$ cat src/rtl/key_debounce_module.sv
// key_debounce_module: two-flop synchroniser and confirm-counter debouncer for an
// active-low push-button. It produces a clean level, one-cycle press/release
// strobes, a once-per-press long-press strobe and a wrapping press counter.
module key_debounce_module #(
  parameter logic [15:0] T_DEBOUNCE = 16'd50,  // 2..65535 identical samples to accept a level
  parameter logic [15:0] T_LONG     = 16'd1000 // 1..65535 pressed cycles before Key_Long
) (
  input  logic       CLK,
  input  logic       RSTn,
  input  logic       Key_In,
  output logic       Key_Out,
  output logic       Key_Press,
  output logic       Key_Release,
  output logic       Key_Long,
  output logic [3:0] Press_Cnt,
  output logic       dbg_state    // 1 while the FSM is confirming a candidate level
);

  typedef enum logic {
    STABLE  = 1'b0,
    CONFIRM = 1'b1
  } state_t;

  state_t      state;
  logic        s1;
  logic        s2;
  logic [15:0] db_cnt;
  logic [15:0] long_cnt;
  logic        long_done;
  logic        commit;
  logic        release_commit;

  assign dbg_state = (state == CONFIRM);

  // Commit happens when the candidate level has been seen T_DEBOUNCE times in a row.
  always_comb begin
    commit         = 1'b0;
    release_commit = 1'b0;
    if (state == CONFIRM && s2 != Key_Out && db_cnt == T_DEBOUNCE - 16'd1) begin
      commit         = 1'b1;
      release_commit = s2;
    end
  end

  // Two-flop synchroniser; idle level is 1 (released) so reset looks like "not pressed".
  always_ff @(posedge CLK) begin
    if (!RSTn) begin
      s1 <= 1'b1;
      s2 <= 1'b1;
    end else begin
      s1 <= Key_In;
      s2 <= s1;
    end
  end

  // Debounce FSM with registered level, press/release strobes and press counter.
  always_ff @(posedge CLK) begin
    if (!RSTn) begin
      state       <= STABLE;
      db_cnt      <= 16'd0;
      Key_Out     <= 1'b1;
      Key_Press   <= 1'b0;
      Key_Release <= 1'b0;
      Press_Cnt   <= 4'd0;
    end else begin
      Key_Press   <= 1'b0;
      Key_Release <= 1'b0;
      case (state)
        STABLE: begin
          if (s2 != Key_Out) begin
            state  <= CONFIRM;
            db_cnt <= 16'd1;
          end else begin
            db_cnt <= 16'd0;
          end
        end
        CONFIRM: begin
          if (s2 == Key_Out) begin
            // Bounced back before confirmation: drop the candidate silently.
            state  <= STABLE;
            db_cnt <= 16'd0;
          end else if (commit) begin
            Key_Out <= s2;
            state   <= STABLE;
            db_cnt  <= 16'd0;
            if (!s2) begin
              Key_Press <= 1'b1;
              Press_Cnt <= Press_Cnt + 4'd1;
            end else begin
              Key_Release <= 1'b1;
            end
          end else begin
            db_cnt <= db_cnt + 16'd1;
          end
        end
        default: begin
          state  <= STABLE;
          db_cnt <= 16'd0;
        end
      endcase
    end
  end

  // Long-press timer: saturating count while pressed, one strobe per press,
  // and a release committing this edge wins over a strobe due on the same edge.
  always_ff @(posedge CLK) begin
    if (!RSTn) begin
      long_cnt  <= 16'd0;
      long_done <= 1'b0;
      Key_Long  <= 1'b0;
    end else begin
      Key_Long <= 1'b0;
      if (Key_Out || release_commit) begin
        long_cnt  <= 16'd0;
        long_done <= 1'b0;
      end else begin
        if (long_cnt != T_LONG) begin
          long_cnt <= long_cnt + 16'd1;
        end
        if (long_cnt == T_LONG - 16'd1 && !long_done) begin
          Key_Long  <= 1'b1;
          long_done <= 1'b1;
        end
      end
    end
  end

endmodule

$ cat config.mk
export PLATFORM = sky130hd
export DESIGN_NAME = key_debounce_module
export DESIGN_NICKNAME = d
export VERILOG_FILES = /design/src/rtl/key_debounce_module.sv
export SDC_FILE = /design/constraint.sdc
export NUM_CORES = 1
export LEC_CHECK = 0
export BUFFER_PORTS_ARGS = -buffer_cell sky130_fd_sc_hd__buf_4
export CAP_MARGIN = 20
export CORE_MARGIN = 5
export CORE_UTILIZATION = 50
export DETAILED_ROUTE_END_ITERATION = 16
export PLACE_DENSITY = 0.7
export RECOVER_POWER = 25
export SLEW_MARGIN = 30
export SYNTH_ARGS = -nofsm -noshare
export SYNTH_HDL_FRONTEND = slang
export SYNTH_SLANG_ARGS = --single-unit
$ cat constraint.sdc
create_clock -name CLK -period 1.6 [get_ports CLK]
set_input_delay 0.08 -clock CLK [delete_from_list [all_inputs] [get_ports CLK]]
set_output_delay 0.08 -clock CLK [all_outputs]
set_load 0.005 [all_outputs]
# Word-level counts from Yosys, hierarchy flattened
# Index checks and enable logic that the tools add are counted.
dict set report word_totals {
  latchBits 0
  ramBits 0
  inputBits 3
  output_inout_bits 9
  mem_count 0
  elab_cells 46
  rom_bits 0
  reg_bits 44
}
dict set report op_classes {
  n_reduce_logical 9
  order_cmp 0
  mul 0
  shift 0
  div_mod_pow 0
  addsub 3
  mux 13
  n_eq_ne 5
  bitwise_logic 5
}
# operator n
set ops {}
lappend ops {{$add A16 B1 Y16 const B} 2}
lappend ops {{$mux W16} 2}
lappend ops {{$pmux W16 S2} 1}
lappend ops {{$eq A16 B10 Y1 const B} 1}
lappend ops {{$eq A16 B6 Y1 const B} 1}
lappend ops {{$ne A16 B10 Y1 const B} 1}
lappend ops {{$mux W1} 9}
lappend ops {{$not A1 Y1} 5}
lappend ops {{$add A4 B1 Y4 const B} 1}
lappend ops {{$reduce_and A4 Y1} 1}
lappend ops {{$reduce_or A4 Y1} 1}
lappend ops {{$logic_and A1 B1 Y1} 3}
lappend ops {{$reduce_and A3 Y1} 1}
lappend ops {{$pmux W1 S2} 1}
lappend ops {{$reduce_or A2 Y1} 1}
lappend ops {{$eq A1 B1 Y1} 1}
lappend ops {{$logic_not A1 Y1} 1}
lappend ops {{$logic_or A1 B1 Y1} 1}
lappend ops {{$ne A1 B1 Y1} 1}

# Logic depth before layout (Yosys ltp)
dict set report depth {
  depth_word 7
  mapped_depth 8
  depth_no_buf 6
}

# Worst setup path before layout
# OpenSTA, ideal clock, no wires.
dict set report synth_path {
  kind {flip-flop to flip-flop}
  from {reg db_cnt[1]}
  to {reg Key_Long}
  path_stages_with_launch 9
  path_buffers 2
  period_less_slack_ps 1717
  setup_time_ps 65
  required_time_ps 1535
  arrival_time_ps 1653
  path_slack_ps -117
  cell_sequence {dfxtp_1 -> inv_1 -> ha_1 -> nor3b_1 -> and3_1 -> a311o_1 -> buf_2 -> buf_2 -> nor2_1}
}
dict set report synth_between {
  elab_chain_cells 5
}
# item line
set synth_rtl {}
lappend synth_rtl {{start, declared} 27} ;# logic [15:0] db_cnt;
lappend synth_rtl {{start signal, assigned} 93} ;# db_cnt <= db_cnt + 16'd1;
lappend synth_rtl {{$eq A16 B6 Y1} 39} ;# if (state == CONFIRM && s2 != Key_Out && db_cnt == T_DEBOUNCE - 16'd1) begin
lappend synth_rtl {{$logic_and A1 B1 Y1} 39}
lappend synth_rtl {{$mux W1} 39}
lappend synth_rtl {{$logic_or A1 B1 Y1} 113} ;# if (Key_Out || release_commit) begin
lappend synth_rtl {{$reduce_or A2 Y1 (no line)} --}
lappend synth_rtl {{end signal, assigned} 110} ;# Key_Long <= 1'b0;
lappend synth_rtl {{end signal, assigned} 112} ;# Key_Long <= 1'b0;
lappend synth_rtl {{end signal, assigned} 121} ;# Key_Long <= 1'b1;
lappend synth_rtl {{end, declared} 14} ;# output logic Key_Long,
# Every way passes these cells.
# A chain may end at the register's enable or synchronous reset.

# Final worst setup path
dict set report layout_path {
  from {reg db_cnt[1]}
  to {reg long_cnt[15]}
}
dict set report layout_between {
  elab_chain_cells 5
}
# item line
set layout_rtl {}
lappend layout_rtl {{$eq A16 B6 Y1} 39}
lappend layout_rtl {{$logic_and A1 B1 Y1} 39}
lappend layout_rtl {{$mux W1} 39}
lappend layout_rtl {{$logic_or A1 B1 Y1} 113}
lappend layout_rtl {{$reduce_or A2 Y1 (no line)} --}
lappend layout_rtl {{end signal, assigned} 118} ;# long_cnt <= long_cnt + 16'd1;
lappend layout_rtl {{end, declared} 28} ;# logic [15:0] long_cnt;
# Every way passes these cells.

==> metrics.cfg <==
[critical_path]
cp_max_fo = 5
rr_worst_depth = 7
critPathMaxStageDelay_ns = 0.47
crit_buf_inv = 2
crit_arrival_ns = 1.88
crit_type = reg -> reg
reg2reg_slack_ns = -0.04
startpoint = db_cnt[1]
cp.depth = 7
critical_path.slowest_cell = a311o_2
r2r-end = long_cnt[15]
cp-end-kind = register
crit_chain = inv_2, ha_4, nor3b_4, and3_4, a311o_2, clkbuf_16, a21oi_2
endpoint = long_cnt[15]
cp_data_required_time_ns = 1.84
start_kind = register
path_delay_family = compound AO/OA/AOI/OAI gates
r2r_start = db_cnt[1]

[yosys]
synth_ff_type = dfxtp_1
syn-num-nets = 234
ys_types = 34
synth.most_common_cell = dfxtp_1
synthTopCellsByArea = dfxtp_1 45%, xor2_1 5.3%, nor2_1 5.0%
yosysTopAreaCellShare_pct = 44.73
yosys_warnings = 0
ys_async_sr_fraction_pct = 0
synth_common_cells = 44 x dfxtp_1, 26 x nor2_1, 17 x nand3_1, 14 x a21oi_1, 13 x nand2_1
synth-seq-area-share_pct = 44.73
syn_area_um2 = 1969
yosysTopAreaCell = dfxtp_1
synth-edff-count = 0
synthCells = 226
syn_area_per_cell_um2 = 8.714
synth-seq-cells = 44

[route]
drc = 0
routed_wl_mm = 4.529
via_per_inst = 5.535
drt_iter0_drc = 174
wire_per_inst_um = 13.77
ant_nets = 0
vias = 1821
drt_pass1_iterations = 4

[floorplan]
initial_core_util_pct = 52.61
dieWidth_um = 72.76
chipHeight_um = 72.76
pin_count = 12
rows = 22
die-area_um2 = 5294
core_um2 = 3744

[global_route]
antenna_found_initial = 0
grt_max_degree = 19
overflow = 0
grt_pass1_vias = 1736
grt_pass1_wl_mm = 7.458
groute.usage.overall_pct = 17.73

[placed_design]
globalplace.congestion = 0.8224
io_buffers = 11
dp_hpwl_mm = 3.074
post_dp_cell_area_um2 = 2381

[timing]
finalHoldViolCount = 0
fin_ws_ns = -0.04087
slew-limit-headroom_pct = 74.97
maxSlewViolCount = 0
post-route-period-util_pct = 102.6
setup_viol_count_final = 14
min_period_ns = 1.641
grt_setup_unrepaired = yes
fmax_mhz = 609.4
fin_worst_skew_ns = 0.003979
worst_pin_slew_ns = 0.3705

[clocking]
htree_levels = 2
cts.sinks = 44
root_buffer = clkbuf_8
cts_buffers = 5
clkLatencyLatePin_ns = 0.29
cts_max_path_buffers = 2
cts_tree = built
clk_pin_slew_ns = 0.07

[hold_path]
hp-class = in -> reg

[pwr]
ir_worst_vdd_v = 0.0005073
power_mw = 1.748
total_leakage_power_nw = 0.9412
power.density_nw_per_um2 = 639.9

[final_layout]
area_growth_pct = 38.75
diodes = 0
drive_gt1_share_pct = 35.59
nNetsFinal = 291
fin_area_um2 = 2733

[run_status]
status = complete, but fails checks
violations = setup timing

[flow_run]
maxCapViolCount = 0

==> worst min path at each step <==
| stage | start | endpoint | slack (ns) | cells after the start |
|---|---|---|---|---|
| floorplan | RSTn | s1 | 0.15 | 1 |
| detailed placement | Key_In | s1 | 0.27 | 2 |
| finish | RSTn | s1 | 0.02 | 2 |
| global placement | Key_In | s1 | 0.26 | 2 |
| CTS | RSTn | s1 | 0.008 | 2 |
| global route | RSTn | s1 | 0.02 | 2 |
==> per-layer routing <==
| layer | vias to the layer above | part of all wire [%] | track usage, % |
|---|---|---|---|
| met4 | 0 | 1.9 | 6.352 |
| met5 | - | 0 | 0 |
| met2 | 33 | 48 | 27.76 |
| met3 | 8 | 4.0 | 4.959 |
| met1 | 859 | 47 | 23.26 |
| li1 | 921 | - | - |
==> through the flow <==
step	setup TNS [ns]	instances	hold slack (ns)	setup WS [ns]	utilization (%)
after floorplan	0	226	0.1530	0.01689	-
after global placement	-0.05381	316	0.2630	-0.02978	63.60
after detailed placement	-0.1213	316	0.2670	-0.04825	63.60
after CTS	-0.009304	322	0.008006	-0.009304	66.41
after global routing	-1.453	329	0.02045	-0.1125	72.99
final	-0.2588	329	0.01874	-0.04087	72.99
==> power breakdown <==
part,internal (mW),switching [mW]
Combinational,0.0126,0.0116
Sequential,1.10,0.00379
Clock,0.282,0.341
Total,1.39,0.356
==> layout make-up <==
class | instances | area [µm²]
inverter | 9 | 33.78
multi-input combinational | 168 | 1212
clock buffer | 5 | 68.82
fill | 293 | 1011
tap | 48 | 60.06
sequential | 44 | 887.1
timing repair buffer | 55 | 470.5
==> cell usage in the layout (no fill, tap or decap), drive strengths merged <==
master / count
nand3b: 1
nand2: 13
clkbuf: 13
and3: 6
nor2: 26
and4bb: 1
o21ai: 10
a311o: 1
nand4b: 2
ha: 5
buf: 46
nor4: 6
nand2b: 4
nor3b: 1
a21oi: 14
dfxtp: 44
o31ai: 2
inv: 9
nand4: 10
or2: 1
mux2i: 1
and4: 5
or4b: 2
nor3: 9
o41ai: 1
nand3: 17
xor2: 12
or4: 2
a31oi: 1
dlygate4sd3: 1
a21o: 1
xnor2: 9
or3: 5
==> cell families (layout without fill, tap and decap cells) <==
kind of cell	count (synthesis)	in the layout	synth area share (%)
AO/OA/AOI/OAI	30	30	8.514
XOR/XNOR	21	21	9.339
adder cells (fa/ha/maj)	5	5	3.177
buffers and inverters	14	69	2.986
flip-flops	44	44	44.73
multiplexers	1	1	0.5083
AND/OR/NAND/NOR	111	111	30.75
==> sequential cells by signal, summed over array words and instances (netlist names) <==
register	cells
Press_Cnt	4
dbg_state	1
Key_Out	1
Key_Release	1
s2	1
long_done	1
Key_Long	1
db_cnt	16
long_cnt	16
s1	1
Key_Press	1
==> worst register-to-register path: stages, from the launching register on <==
cell       delay, ns
dfxtp_2         0.34
inv_2           0.04
ha_4            0.14
nor3b_4         0.15
and3_4          0.15
a311o_2         0.47
clkbuf_16       0.20
a21oi_2         0.09
==> repair_timing <==
| action | 4_1_cts | 5_1_grt |
|---|---|---|
| hold endpoints to repair | 1 | 0 |
| hold buffers | 1 | 0 |
| pin swaps | 2 | 20 |
| endpoints found under the setup margin | 4 | 19 |
| gates resized for setup | 5 | 43 |
| buffers inserted | 0 | 4 |
| cloned | 0 | 3 |
Power figures use the tool's default switching activity.
